File: src/rtl/fetch_unit.sv
// Instruction-fetch front end: PC generator, pipelined imem request/response port
// with in-order in-flight tracking, and a prefetch queue feeding decode.
module fetch_unit #(
  parameter int unsigned    XLEN            = 32,
  parameter logic [XLEN-1:0] RESET_PC       = '0,
  parameter int unsigned    FQ_DEPTH        = 4,
  parameter int unsigned    MAX_OUTSTANDING = 2
) (
  input  logic            clk,
  input  logic            rst,
  input  logic            redirect_valid,
  input  logic [XLEN-1:0] redirect_pc,
  output logic            imem_req_valid,
  input  logic            imem_req_ready,
  output logic [XLEN-1:0] imem_req_addr,
  input  logic            imem_rsp_valid,
  input  logic [31:0]     imem_rsp_data,
  output logic            inst_valid,
  input  logic            inst_ready,
  output logic [31:0]     inst_data,
  output logic [XLEN-1:0] inst_pc,
  output logic            busy
);

  localparam int unsigned QPW = $clog2(FQ_DEPTH);
  localparam int unsigned QCW = $clog2(FQ_DEPTH + 1);
  localparam int unsigned OPW = (MAX_OUTSTANDING > 1) ? $clog2(MAX_OUTSTANDING) : 1;
  localparam int unsigned OCW = $clog2(MAX_OUTSTANDING + 1);
  localparam int unsigned SW  = ((QCW > OCW) ? QCW : OCW) + 1;

  logic [XLEN-1:0] pc_q;
  logic [XLEN-1:0] q_pc   [FQ_DEPTH];
  logic [31:0]     q_inst [FQ_DEPTH];
  logic [QPW-1:0]  q_rd, q_wr;
  logic [QCW-1:0]  q_count;
  logic [XLEN-1:0] fl_addr [MAX_OUTSTANDING];
  logic [OPW-1:0]  fl_rd, fl_wr;
  logic [OCW-1:0]  outstanding, drop_cnt;

  logic            req_fire, rsp_fire, rsp_drop, q_push, q_pop, out_ok, credit_ok;
  logic [OCW-1:0]  out_next, drop_next;
  logic [QCW-1:0]  q_count_next;

  // Request gating: never exceed the in-flight limit, and reserve a queue slot
  // for every outstanding request so a response always has somewhere to land.
  always_comb begin
    out_ok         = outstanding < OCW'(MAX_OUTSTANDING);
    credit_ok      = (SW'(outstanding) + SW'(q_count)) < SW'(FQ_DEPTH);
    imem_req_valid = !rst && !redirect_valid && out_ok && credit_ok;
    imem_req_addr  = pc_q;
    inst_valid     = (q_count != '0) && !redirect_valid;
    inst_data      = (q_count != '0) ? q_inst[q_rd] : '0;
    inst_pc        = (q_count != '0) ? q_pc[q_rd]   : '0;
    busy           = outstanding != '0;
  end

  // Responses with nothing outstanding are ignored; pending drops or a
  // same-cycle redirect discard the response instead of queueing it.
  always_comb begin
    req_fire  = imem_req_valid && imem_req_ready;
    rsp_fire  = imem_rsp_valid && (outstanding != '0);
    rsp_drop  = rsp_fire && (redirect_valid || (drop_cnt != '0));
    q_push    = rsp_fire && !rsp_drop;
    q_pop     = inst_valid && inst_ready;
    out_next  = outstanding + OCW'(req_fire) - OCW'(rsp_fire);
    drop_next = drop_cnt;
    if (redirect_valid) begin
      drop_next = out_next;
    end else if (rsp_fire && (drop_cnt != '0)) begin
      drop_next = drop_cnt - OCW'(1);
    end
    q_count_next = q_count + QCW'(q_push) - QCW'(q_pop);
    if (redirect_valid) begin
      q_count_next = '0;
    end
  end

  always_ff @(posedge clk or posedge rst) begin
    if (rst) begin
      pc_q        <= RESET_PC;
      q_rd        <= '0;
      q_wr        <= '0;
      q_count     <= '0;
      fl_rd       <= '0;
      fl_wr       <= '0;
      outstanding <= '0;
      drop_cnt    <= '0;
    end else begin
      outstanding <= out_next;
      drop_cnt    <= drop_next;
      q_count     <= q_count_next;
      if (redirect_valid) begin
        pc_q <= redirect_pc & ~XLEN'(3);
        q_rd <= '0;
        q_wr <= '0;
      end else begin
        if (req_fire) pc_q <= pc_q + XLEN'(4);
        if (q_push)   q_wr <= q_wr + QPW'(1);
        if (q_pop)    q_rd <= q_rd + QPW'(1);
      end
      if (req_fire) fl_wr <= (fl_wr == OPW'(MAX_OUTSTANDING - 1)) ? '0 : fl_wr + OPW'(1);
      if (rsp_fire) fl_rd <= (fl_rd == OPW'(MAX_OUTSTANDING - 1)) ? '0 : fl_rd + OPW'(1);
    end
  end

  // Payload storage; contents are only observed through valid pointers.
  always_ff @(posedge clk) begin
    if (req_fire) fl_addr[fl_wr] <= pc_q;
    if (q_push) begin
      q_pc[q_wr]   <= fl_addr[fl_rd];
      q_inst[q_wr] <= imem_rsp_data;
    end
  end

endmodule

File: config.mk
export PLATFORM = sky130hd
export DESIGN_NAME = fetch_unit
export DESIGN_NICKNAME = d
export VERILOG_FILES = /design/src/rtl/fetch_unit.sv
export SDC_FILE = /design/constraint.sdc
export NUM_CORES = 1
export LEC_CHECK = 0
export ABC_AREA = 0
export CORE_MARGIN = 8
export CORE_UTILIZATION = 27
export DETAILED_ROUTE_END_ITERATION = 12
export GPL_TIMING_DRIVEN = 0
export MAX_ROUTING_LAYER = met4
export PLACE_DENSITY = 0.46
export REMOVE_ABC_BUFFERS = 1
export SYNTH_ARGS = -nofsm -noshare
export SYNTH_HDL_FRONTEND = slang
export SYNTH_SLANG_ARGS = --single-unit
export TNS_END_PERCENT = 1
File: constraint.sdc
create_clock -name clk -period 7.6 [get_ports clk]
set_input_delay 1.9 -clock clk [delete_from_list [all_inputs] [get_ports clk]]
set_output_delay 1.9 -clock clk [all_outputs]
set_load 0.02 [all_outputs]
# Yosys cells after proc, flatten, opt, wreduce, memory -nomap -nowiden
# Memories as Yosys holds them, arrays and structs flattened.
# Index checks and enable logic that the tools add are counted.
totals:
  register_bits: 45
  ramBits: 320
  elab_cells: 62
  memories: 3
  out_inout_bits: 99
mem_list:
  columns: ["name", "words", "word_bits", "rd", "rd_clocked_by_memory_dff", "write_ports", "line", "source"]
  rows:
  - ["q_inst", 4, 32, 1, 0, 1, "33", "logic [31:0] q_inst [FQ_DEPTH];"]
  - ["q_pc", 4, 32, 1, 0, 1, "32", "logic [XLEN-1:0] q_pc [FQ_DEPTH];"]
  - ["fl_addr", 2, 32, 1, 0, 1, "36", "logic [XLEN-1:0] fl_addr [MAX_OUTSTANDING];"]
classes:
  magnitude_cmp: 2
  mux: 17
  reduce_logical: 21
  addsub: 11
ops:
  columns: ["operator", "n"]
  rows:
  - ["$mux 32", 4]
  - ["$add 32x3->32 const B", 1]
  - ["$mux 2", 6]
  - ["$reduce_bool 2->1", 6]
  - ["$logic_and 1x1->1", 10]
  - ["$mux 1", 6]
  - ["$add 2x1->2 const B", 2]
  - ["$add 2x3->4", 1]
  - ["$lt 4x3->1 const B", 1]
  - ["$add 3x1->3", 1]
  - ["$logic_not 1->1", 3]
  - ["$mux 3", 1]
  - ["$reduce_bool 3->1", 1]
  - ["$sub 3x1->3", 1]
  - ["$add 1x1->1 const B", 2]
  - ["$add 2x1->2", 1]
  - ["$lt 2x2->1 const B", 1]
  - ["$sub 2x1->2", 1]
  - ["$sub 2x1->2 const B", 1]
  - ["$logic_or 1x1->1", 1]

# Depth between registers and ports, before layout
logic_depth:
  word_depth: 8
  mapped_depth: 13
  mapped_depth_nobuf: 13

# Worst setup path before layout
# Ideal clock, no wire load.
synth_timing:
  kind: "in2out"
  start: "input redirect_valid"
  end: "output inst_valid"
  required_time_ns: 5.700
  setup_slack_ns: 3.047
  cell_stages: 4
  arrival_time_ns: 2.653
  cell_sequence: "clkbuf_1 -> inv_1 -> clkbuf_1 -> and2_1"
synth_via:
  elab_chain_cells: 2
synth_lines:
  columns: ["item", "line", "source"]
  rows:
  - ["from (decl)", "11", "input logic redirect_valid,"]
  - ["$logic_not 1->1", "51", "inst_valid = (q_count != '0) && !redirect_valid;"]
  - ["$logic_and 1x1->1", "51", null]
  - ["to (decl)", "18", "output logic inst_valid,"]
# Every way passes these cells.

# Worst setup path in the final report
# Ends and elaborated chain as after synthesis.

==> results.md <==
- CP Launch Type: input port
- I/O Buffers: 162
- Fill cells: 4965
- # nets final: 1041
- Worst r2r src: q_count[1]$_DFF_PP0_
- Clk sink count: 351
- TritonCTS clock tree: yes
- Final hold violations: 0
- Clock skew: 15.97 ps
- Min Tclk post-route: 5801 ps
- Total power: 5989 uW
- Cell area power density: 332.0 mW/mm^2
- # DRC: 0
- DR vias/cell: 4.525
- Die height: 244.6 um
- Post-CTS setup buffers: 0
- Synth Flop Type: edfxtp_1
- Synth Register Bits: 351
- IO Count: 169
- FFs w/ async S/R, synth: 0.1225
- Reg2reg end: drop_cnt[1]$_DFFE_PP0P_
- Clock-pin slew on the worst setup and hold paths: 60 ps
- Vias in the first global route: 8279
- Resize count post-CTS: 0
- Post-Syn Area per Cell: 18.05 um^2
- Most frequent cells in the layout: edfxtp_1, clkdlybuf4s50_1, and2_1, mux4_2, clkbuf_16
- Total placed cells including tap cells: 1595
- Setup CP Type: in2out
- Maximum VDD drop: 165.8 uV
- Row cnt: 83
- DR iter-0 viols: 410
- Chip width: 244.6 um
- Max Freq: 172.4 MHz
- Largest family of logic cells by synthesized area: multiplexers
- Critical path data arrival time: 3900 ps
- Worst-path maximum fanout: 48
- Setup crit end kind: output pin
- Die ar.: 0.05984 mm^2
- Pre-antenna DRT Iters: 4
- Max-cap violations: 0
- Most common cell after layout, fill and taps aside: edfxtp_1
- Slew Viols, Final: 0
- Req. time, crit path: 5700 ps
- Adder-cell area share of the yosys netlist: 0.01117
- Overflow after GRT: 0
- Register area share after synthesis: 0.7316
- Reg2Reg Depth: 11
- Fraction of synthesized cell area in xor and xnor cells: 0.006826
- Endpoints failing setup: 0
- Largest net degree at the start of global routing: 66
- Tot GR Track Use: 0.1197
- Post-synthesis compound-gate area fraction: 0.02917
- Worst slew margin: 0.1091
- Post-synthesis mux area share: 0.1244
- Post-DR wirelength/cell: 20.92 um
- Unrepaired setup endpoints after global routing: no
- Root Buffer: clkbuf_16
- Synth Warn #: 0
- Post-Synth Simple-Gate Area: 0.07846
- Clock buffer depth: 3
- Fin cells: 1673
- Area Growth Syn to Fin: 27.83%
- Tightest Pin Transition: 1331 ps
- Seq. cell area: 0.01033 mm^2
- Hold Path Depth: 1
- Final wirelength: 35000 um
- Core area: 0.05151 mm^2
- Multi-input gate area: 0.003567 mm^2
- Lkg Pwr: 0.005941 uW
- Worst-Skew Late Latency: 550 ps
- First-pass GRT wire length: 53410 um
- CP endpoint: inst_valid
- Worst hold path type: reg2reg
- Worst setup path startpoint: redirect_valid
- Global placement routability congestion: 0.7683
- Via Count: 7570
- Synthesized instance count: 782
- Antenna violations before repair: 1
- Status: complete, no violations
- Final core utilization: 0.3502
- Share of layout cells above drive strength 1: 0.1875
- Number of distinct library cells after synthesis: 48
- Number of synthesized flops with an enable pin: 308
- Final ANT Viol Nets: 0
- H-Tree Depth: 2
- Initial Util: 0.2740
- Total CTS buffers: 42
- Flop2flop setup slack: 3720 ps
- Synthesized area: 0.01411 mm^2
- CTS Hold Bufs: 0
- Final period utilization: 0.7633
- Detail Placement HPWL: 21660 um
-- cells in the mapped netlist (5+ instances only) --
cell type  instances  area [um^2]
nand2_1           37        138.9
dfrtp_1           43         1076
o21ai_0           16        80.08
buf_4              5        37.54
a31oi_1            5        31.28
nand4_1            5        31.28
edfxtp_1         308         9249
ha_1              11        137.6
buf_1              6        22.52
inv_1             19        71.32
a221o_1            5        50.05
a21oi_1            5        25.02
nor3_1             8        40.04
xnor2_1            8        70.07
buf_2             10        50.05
mux2_2            31        349.1
mux4_2            62         1396
and2_1            68        425.4
o311ai_0          10        87.58
nand3_1           24        120.1
clkbuf_1          20        75.07
o211ai_1           7        52.55
and3_1             8        50.05
nor2_1            22        82.58
-- where the power goes --
part           switching (uW)  internal, uW
clock network             778          1200
registers                 144          2290
logic                     807           770
total                    1730          4260
-- state kept, by name, indices dropped and copies added, names as in the netlist --
register       count
drop_cnt           2
imem_req_addr     30
q_rd               2
outstanding        2
fl_rd              1
fl_addr           60
q_wr               2
q_count            3
q_pc             120
q_inst           128
fl_wr              1
-- worst max-delay path, stage by stage --
cell             delay [ps]
buf_2                   710
inv_1                   450
and2_1                  280
clkdlybuf4s50_1         540
-- cell type report --
type / count / share of cell area
Inverter: 19 / 0.003953
Tap cell: 680 / 0.04716
Antenna cell: 1 / 0.0001387
Multi-Input combinational cell: 374 / 0.1977
Clock inverter: 21 / 0.01172
Sequential cell: 351 / 0.5728
Clock buffer: 56 / 0.06401
Timing Repair Buffer: 171 / 0.1025
-- how the worst min path moves through the flow --
| stage | from | to |
|---|---|---|
| 2_1_floorplan | fl_wr$_DFFE_PP0N_ | fl_wr$_DFFE_PP0N_ |
| 3_3_place_gp | fl_wr$_DFFE_PP0N_ | fl_wr$_DFFE_PP0N_ |
| 3_5_place_dp | fl_wr$_DFFE_PP0N_ | fl_wr$_DFFE_PP0N_ |
| 4_1_cts | fl_wr$_DFFE_PP0N_ | fl_wr$_DFFE_PP0N_ |
| 5_1_grt | fl_wr$_DFFE_PP0N_ | fl_wr$_DFFE_PP0N_ |
| 6_report | fl_wr$_DFFE_PP0N_ | fl_wr$_DFFE_PP0N_ |
-- through the flow --
stage / TNS (ps) / instance area [um^2] / hold WS (ps) / worst slack, ps
floorplan: 0 / 13940 / 460.3 / 2300
global placement: -39090 / 16410 / 473.1 / -1038
detailed placement: 0 / 16670 / 534.0 / 1799
CTS: 0 / 18040 / 546.7 / 1792
global route: 0 / 18040 / 576.8 / 1644
finish: 0 / 18040 / 539.7 / 1799
-- routing by layer --
| metal | global-route usage | vias to the layer above | share of wire |
|---|---|---|---|
| li1 | - | 3433 | - |
| met4 | 0.03680 | 0 | 0.021 |
| met2 | 0.1828 | 209 | 0.45 |
| met5 | - | - | 0 |
| met3 | 0.02976 | 53 | 0.060 |
| met1 | 0.1565 | 3875 | 0.47 |
-- logic make-up (layout without fill, tap and decap cells) --
kind of cell | after synthesis | in the layout
flip-flops | 351 | 351
multiplexers | 94 | 94
other | 1 | 5
adder cells (fa/ha/maj) | 12 | 12
buffers and inverters | 60 | 267
AO/OA/AOI/OAI | 58 | 58
AND/OR/NAND/NOR | 195 | 195
XOR/XNOR | 11 | 11
(Power assumes the default switching activity.)
